**config.mk**
```make
export PLATFORM = sky130hd
export DESIGN_NAME = fp8_addsub_seq
export DESIGN_NICKNAME = d
export VERILOG_FILES = /design/src/rtl/fp8_pkg.sv /design/src/rtl/fp8_mant_shreg.sv /design/src/rtl/fp8_addsub_seq.sv
export SDC_FILE = /design/constraint.sdc
export NUM_CORES = 1
export LEC_CHECK = 0
export ABC_CLOCK_PERIOD_IN_PS = 3300
export CORE_AREA = 2 2 93 95
export CTS_BUF_LIST = sky130_fd_sc_hd__clkbuf_16
export CTS_CLUSTER_DIAMETER = 100
export DETAILED_ROUTE_END_ITERATION = 12
export DIE_AREA = 0 0 95 97
export SLEW_MARGIN = 20
export SYNTH_ARGS = -nofsm -noshare
export SYNTH_HDL_FRONTEND = slang
export SYNTH_HIERARCHICAL = 1
export SYNTH_SLANG_ARGS = --single-unit
```
**constraint.sdc**
```tcl
create_clock -name clk -period 3.3 [get_ports clk]
set_clock_uncertainty 0.15 [all_clocks]
set_input_delay 0.495 -clock clk [delete_from_list [all_inputs] [get_ports clk]]
set_output_delay 0.495 -clock clk [all_outputs]
set_load 0.03 [all_outputs]
```
**src/rtl/fp8_pkg.sv**
```systemverilog
`timescale 1ns/1ps
// Shared widths, FSM state type and field helpers for the 8-bit mini-float add/sub sequencer.
package fp8_pkg;

  localparam int unsigned EXP_W   = 3;
  localparam int unsigned FRACT_W = 4;
  localparam int unsigned GUARD_W = 2;
  localparam int unsigned MANT_W  = 1 + FRACT_W + GUARD_W;
  localparam int unsigned SUM_W   = MANT_W + 1;
  localparam int unsigned WORD_W  = 1 + EXP_W + FRACT_W;

  localparam logic [EXP_W+FRACT_W-1:0] SAT_MAX = 7'b111_1111;
  localparam logic [EXP_W-1:0]         EXP_MAX = '1;

  typedef enum logic [2:0] {
    IDLE,
    ALIGN,
    ADD,
    NORM,
    DONE
  } state_t;

  function automatic logic get_sign(input logic [WORD_W-1:0] w);
    return w[WORD_W-1];
  endfunction

  function automatic logic [EXP_W-1:0] get_exp(input logic [WORD_W-1:0] w);
    return w[WORD_W-2 -: EXP_W];
  endfunction

  function automatic logic [FRACT_W-1:0] get_fract(input logic [WORD_W-1:0] w);
    return w[FRACT_W-1:0];
  endfunction

  function automatic logic [EXP_W+FRACT_W-1:0] get_mag(input logic [WORD_W-1:0] w);
    return w[WORD_W-2:0];
  endfunction

  function automatic logic [WORD_W-1:0] pack(input logic                s,
                                             input logic [EXP_W-1:0]   e,
                                             input logic [FRACT_W-1:0] f);
    return {s, e, f};
  endfunction

  // Hidden one above the fraction, guard bits cleared below it.
  function automatic logic [MANT_W-1:0] mant_of(input logic [FRACT_W-1:0] f);
    return {1'b1, f, {GUARD_W{1'b0}}};
  endfunction

endpackage

```
**src/rtl/fp8_mant_shreg.sv**
```systemverilog
`timescale 1ns/1ps
// Loadable mantissa register: load > shift right > shift left > hold.
// Ports: clk, rst_n, load_i/load_val_i, shr_i, shl_i, q_o.
module fp8_mant_shreg #(
  parameter int unsigned W = 8
) (
  input  logic         clk,
  input  logic         rst_n,
  input  logic         load_i,
  input  logic [W-1:0] load_val_i,
  input  logic         shr_i,
  input  logic         shl_i,
  output logic [W-1:0] q_o
);

  logic [W-1:0] q_q, q_d;

  always_comb begin
    q_d = q_q;
    if (load_i) begin
      q_d = load_val_i;
    end else if (shr_i) begin
      q_d = {1'b0, q_q[W-1:1]};
    end else if (shl_i) begin
      q_d = {q_q[W-2:0], 1'b0};
    end
  end

  always_ff @(posedge clk or negedge rst_n) begin
    if (!rst_n) begin
      q_q <= '0;
    end else begin
      q_q <= q_d;
    end
  end

  assign q_o = q_q;

endmodule

```
**src/rtl/fp8_addsub_seq.sv**
```systemverilog
`timescale 1ns/1ps
// Multi-cycle mini-float add/subtract: one-bit-per-cycle alignment and normalisation.
// Ports: in_valid/in_ready/op_a/op_b/op_sub in, out_valid/out_ready/result/flags out, busy.
module fp8_addsub_seq
  import fp8_pkg::*;
(
  input  logic              clk,
  input  logic              rst_n,
  input  logic              in_valid,
  output logic              in_ready,
  input  logic [WORD_W-1:0] op_a,
  input  logic [WORD_W-1:0] op_b,
  input  logic              op_sub,
  output logic              out_valid,
  input  logic              out_ready,
  output logic [WORD_W-1:0] result,
  output logic              flag_zero,
  output logic              flag_ovf,
  output logic              flag_unf,
  output logic              busy
);

  state_t state_q, state_d;

  logic [MANT_W-1:0] big_q, big_d;
  logic [EXP_W-1:0]  cnt_q, cnt_d;
  logic [EXP_W-1:0]  exp_q, exp_d;
  logic              sign_a_q, sign_a_d;
  logic              eff_sub_q, eff_sub_d;
  logic              res_sign_q, res_sign_d;
  logic [WORD_W-1:0] result_q, result_d;
  logic              zero_q, zero_d;
  logic              ovf_q, ovf_d;
  logic              unf_q, unf_d;

  logic [WORD_W-1:0] b_eff, wa, wb;
  logic              swap;
  logic [SUM_W-1:0]  sum_calc;

  logic              sm_load, sm_shr;
  logic [MANT_W-1:0] sm_val, small_q;
  logic              sum_load, sum_shr, sum_shl;
  logic [SUM_W-1:0]  sum_q;

  assign b_eff    = {op_b[WORD_W-1] ^ op_sub, op_b[WORD_W-2:0]};
  assign swap     = get_mag(b_eff) > get_mag(op_a);
  assign wa       = swap ? b_eff : op_a;
  assign wb       = swap ? op_a : b_eff;
  assign sm_val   = mant_of(get_fract(wb));
  assign sum_calc = eff_sub_q ? ({1'b0, big_q} - {1'b0, small_q})
                              : ({1'b0, big_q} + {1'b0, small_q});

  fp8_mant_shreg #(.W(MANT_W)) u_small (
    .clk       (clk),
    .rst_n     (rst_n),
    .load_i    (sm_load),
    .load_val_i(sm_val),
    .shr_i     (sm_shr),
    .shl_i     (1'b0),
    .q_o       (small_q)
  );

  fp8_mant_shreg #(.W(SUM_W)) u_sum (
    .clk       (clk),
    .rst_n     (rst_n),
    .load_i    (sum_load),
    .load_val_i(sum_calc),
    .shr_i     (sum_shr),
    .shl_i     (sum_shl),
    .q_o       (sum_q)
  );

  always_comb begin
    state_d    = state_q;
    big_d      = big_q;
    cnt_d      = cnt_q;
    exp_d      = exp_q;
    sign_a_d   = sign_a_q;
    eff_sub_d  = eff_sub_q;
    res_sign_d = res_sign_q;
    result_d   = result_q;
    zero_d     = zero_q;
    ovf_d      = ovf_q;
    unf_d      = unf_q;
    sm_load    = 1'b0;
    sm_shr     = 1'b0;
    sum_load   = 1'b0;
    sum_shr    = 1'b0;
    sum_shl    = 1'b0;

    case (state_q)
      IDLE: begin
        if (in_valid) begin
          big_d     = mant_of(get_fract(wa));
          sm_load   = 1'b1;
          cnt_d     = get_exp(wa) - get_exp(wb);
          exp_d     = get_exp(wa);
          sign_a_d  = get_sign(wa);
          eff_sub_d = get_sign(wa) ^ get_sign(wb);
          zero_d    = 1'b0;
          ovf_d     = 1'b0;
          unf_d     = 1'b0;
          state_d   = ALIGN;
        end
      end
      ALIGN: begin
        if (cnt_q != '0) begin
          sm_shr = 1'b1;
          cnt_d  = cnt_q - 1'b1;
        end else begin
          state_d = ADD;
        end
      end
      ADD: begin
        sum_load   = 1'b1;
        res_sign_d = (sum_calc == '0) ? 1'b0 : sign_a_q;
        state_d    = NORM;
      end
      NORM: begin
        if (sum_q == '0) begin
          result_d = '0;
          zero_d   = 1'b1;
          state_d  = DONE;
        end else if (sum_q[SUM_W-1]) begin
          if (exp_q == EXP_MAX) begin
            result_d = {res_sign_q, SAT_MAX};
            ovf_d    = 1'b1;
            state_d  = DONE;
          end else begin
            // Carry-out shift counts as one normalisation step; the
            // following NORM cycle sees sum[6] set and packs.
            sum_shr = 1'b1;
            exp_d   = exp_q + 1'b1;
          end
        end else if (sum_q[SUM_W-2]) begin
          result_d = pack(res_sign_q, exp_q, sum_q[SUM_W-3 -: FRACT_W]);
          state_d  = DONE;
        end else if (exp_q == '0) begin
          result_d = '0;
          unf_d    = 1'b1;
          state_d  = DONE;
        end else begin
          sum_shl = 1'b1;
          exp_d   = exp_q - 1'b1;
        end
      end
      DONE: begin
        if (out_ready) begin
          state_d = IDLE;
        end
      end
      default: state_d = IDLE;
    endcase
  end

  always_ff @(posedge clk or negedge rst_n) begin
    if (!rst_n) begin
      state_q    <= IDLE;
      big_q      <= '0;
      cnt_q      <= '0;
      exp_q      <= '0;
      sign_a_q   <= 1'b0;
      eff_sub_q  <= 1'b0;
      res_sign_q <= 1'b0;
      result_q   <= '0;
      zero_q     <= 1'b0;
      ovf_q      <= 1'b0;
      unf_q      <= 1'b0;
    end else begin
      state_q    <= state_d;
      big_q      <= big_d;
      cnt_q      <= cnt_d;
      exp_q      <= exp_d;
      sign_a_q   <= sign_a_d;
      eff_sub_q  <= eff_sub_d;
      res_sign_q <= res_sign_d;
      result_q   <= result_d;
      zero_q     <= zero_d;
      ovf_q      <= ovf_d;
      unf_q      <= unf_d;
    end
  end

  assign in_ready  = (state_q == IDLE);
  assign out_valid = (state_q == DONE);
  assign busy      = (state_q != IDLE);
  assign result    = result_q;
  assign flag_zero = zero_q;
  assign flag_ovf  = ovf_q;
  assign flag_unf  = unf_q;

endmodule
```
==> impl_metrics.ini <==
[route]
drt-total-wl_mm = 7.48
vias = 2804
post_drt_wl_per_cell_um = 14.7
first_pass_iters = 4
drtIter0Drc = 97
post_drt_via_cell_ratio = 5.52
remaining_drc_errors = 0
ant_nets = 0

[logic_synthesis]
syn_area_per_cell_um2 = 8.92
synth-edff-count = 0
ys_types = 62
ys_top_cells_by_count = 43 x dfrtp_1, 34 x o21ai_0, 31 x inv_1
ys.flop_type = dfrtp_1
ys_top_cells_by_area = dfrtp_1 33%, ha_1 8.1%, mux2i_1 6.5%
synth-seq-cells = 43
synth-seq-area-share_pct = 33.2
yosysTopAreaCell = dfrtp_1
netlist_instances = 363
synth_async_sr_flop_share_pct = 100
yosysTopAreaCellShare_pct = 33.2
syn-cell-area_um2 = 3240
yosysWarnings = 6
synth.most_common_cell = dfrtp_1

[timing]
fin_crit_sh_pct = 92.6
max_freq_mhz = 327
period_minus_slack_ps = 3050
worst_slew_pin_slew_ps = 725
setup_viol = 0
rsz0062_at_grt = no
slew_viol_final = 0
whs_ps = 51.0
relSlewSlack_pct = 51.5
finalHoldViolCount = 0

[cts]
cts_tree = done
cts.sinks = 43
cts_max_level = 2
ctsHoldBuffers = 0
cts_buffers = 5
clock_latency_ps = 290
path_clk_slew_ps = 70
root_buffer = clkbuf_16
clockBufferDepth = 2

[floorplanning]
die_y_um = 97
start_util_pct = 39.8
fp-row-count = 33
coreArea_um2 = 8130
ioPinCount = 35
dieArea_um2 = 9220
dieWidth_um = 95

[global_route]
antenna_found_initial = 0
grt_first_pass_wirelength_mm = 13.0
track_usage_pct = 17.5
grt_pass1_vias = 2730
grt_max_degree = 44
grt_overflow_total = 0

[layout]
final_cell_area_um2 = 3920
postLayoutCoreUtil_pct = 48.2
drive_gt1_share_pct = 11.2
diodes = 0
fin_nets = 446
area_growth_pct = 21.0

[worst_setup_path]
worst_setup_path_end_kind = register
start_kind = input pin
critPathMaxFanout = 4
worstSetupPathType = input pin to register
arrival_ps = 3100
r2r_setup_slack_ps = 630
crit_required_ps = 3350

[pwr]
ir_drop_mv = 0.278
p_per_area_nw_per_um2 = 931
p_leak_uw = 0.00171

[outcome]
status = complete, no violations

[placed_design]
io_buffers = 34
dpl.hpwl_mm = 5.62
placed_area_um2 = 3710
gp_congestion = 0.866

[worst_hold_path]
hp-class = input pin to asynchronous set/reset pin

[flow_run]
maxCapViolations = 0
[layout make-up]
cell class	count	area, um2
Fill cell	803	4220
Multi-Input combinational cell	270	1980
Sequential cell	43	1080
Timing Repair Buffer	48	443
Inverter	34	134
Tap cell	105	131
Clock buffer	5	125
Clock inverter	3	25.0
[path summary, 6_finish.rpt]
| path | startpoint | end | cells after the start |
|---|---|---|---|
| setup / recovery | op_a[4] | cnt_q[2] | 13 |
| setup reg to reg | u_small/q_o[3] | res_sign_q | 8 |
| max in group asynchronous | rst_n | big_q[6] | 1 |
| min in group clk | sign_a_q | sign_a_q | 2 |
| hold / removal | rst_n | result[0] | 1 |
| hold reg to reg | sign_a_q | sign_a_q | 2 |
[layout by cell type, fill, tap and decap left out, drive strengths merged, types with 4 or more instances in the layout]
| cell type | count |
|---|---|
| a211oi | 7 |
| a21o | 5 |
| a21oi | 24 |
| a221oi | 10 |
| a31oi | 4 |
| buf | 15 |
| clkbuf | 5 |
| clkdlybuf4s50 | 33 |
| clkinv | 4 |
| conb | 4 |
| dfrtp | 43 |
| ha | 21 |
| inv | 32 |
| mux2 | 5 |
| mux2i | 21 |
| nand2 | 24 |
| nand3 | 6 |
| nor2 | 21 |
| nor2b | 9 |
| nor3b | 12 |
| o21ai | 34 |
| o31ai | 9 |
| or3b | 4 |
| xnor2 | 4 |
[kinds of logic after synthesis]
group | synth area share, %
AO/OA/AOI/OAI | 23.3
AND/OR/NAND/NOR | 16.1
buffers and inverters | 7.42
flip-flops | 33.2
multiplexers | 8.46
adder cells (fa/ha/maj) | 9.35
XOR/XNOR | 1.89
other | 0.232
[registers in the layout, indices dropped and copies added (netlist names)]
| register | cells |
|---|---|
| flag_unf | 1 |
| u_sum/q_o | 8 |
| cnt_q | 3 |
| sign_a_q | 1 |
| exp_q | 3 |
| flag_ovf | 1 |
| result | 8 |
| res_sign_q | 1 |
| u_small/q_o | 7 |
| flag_zero | 1 |
| eff_sub_q | 1 |
| big_q | 5 |
| state_q | 3 |
[repair_timing]
| item | in CTS | in global routing |
|---|---|---|
| gates resized for setup | 0 | 6 |
| endpoints found under the setup margin | 0 | 1 |
| buffers inserted | 0 | 0 |
[metal layers]
layer / vias up / GRT usage, % / share of wire [%]
li1: 1387 / - / -
met1: 1325 / 24.1 / 47
met2: 78 / 28.2 / 47
met3: 14 / 2.49 / 3.9
met4: 0 / 5.46 / 2.0
met5: - / 0 / 0
[critical path, cell delays in order]
cell             delay (ps)
clkdlybuf4s50_1         490
inv_1                    90
ha_4                    280
nand4_1                 130
o21bai_4                210
a21o_1                  190
nor2_1                   90
a22oi_1                  90
ha_1                    200
or3b_4                  410
a211oi_2                150
a211oi_1                 80
o31ai_1                 190
[metrics by stage]
stage / setup TNS (ps) / std cells / total power [uW] / worst slack (ps)
6_report: 0 / 508 / 3650 / 246
5_1_grt: 0 / 508 / 4000 / 21.4
4_1_cts: 0 / 508 / 3660 / 125
3_5_place_dp: -160 / 500 / 3140 / -160
3_3_place_gp: -57.6 / 500 / 3110 / -57.6
2_1_floorplan: 0 / 365 / 2600 / 2.05
[where the power goes]
part	switching, uW	total (uW)	internal (uW)
Combinational	1160	2080	917
Clock	220	503	283
Sequential	300	1070	769
Power figures use the tool's default switching activity.
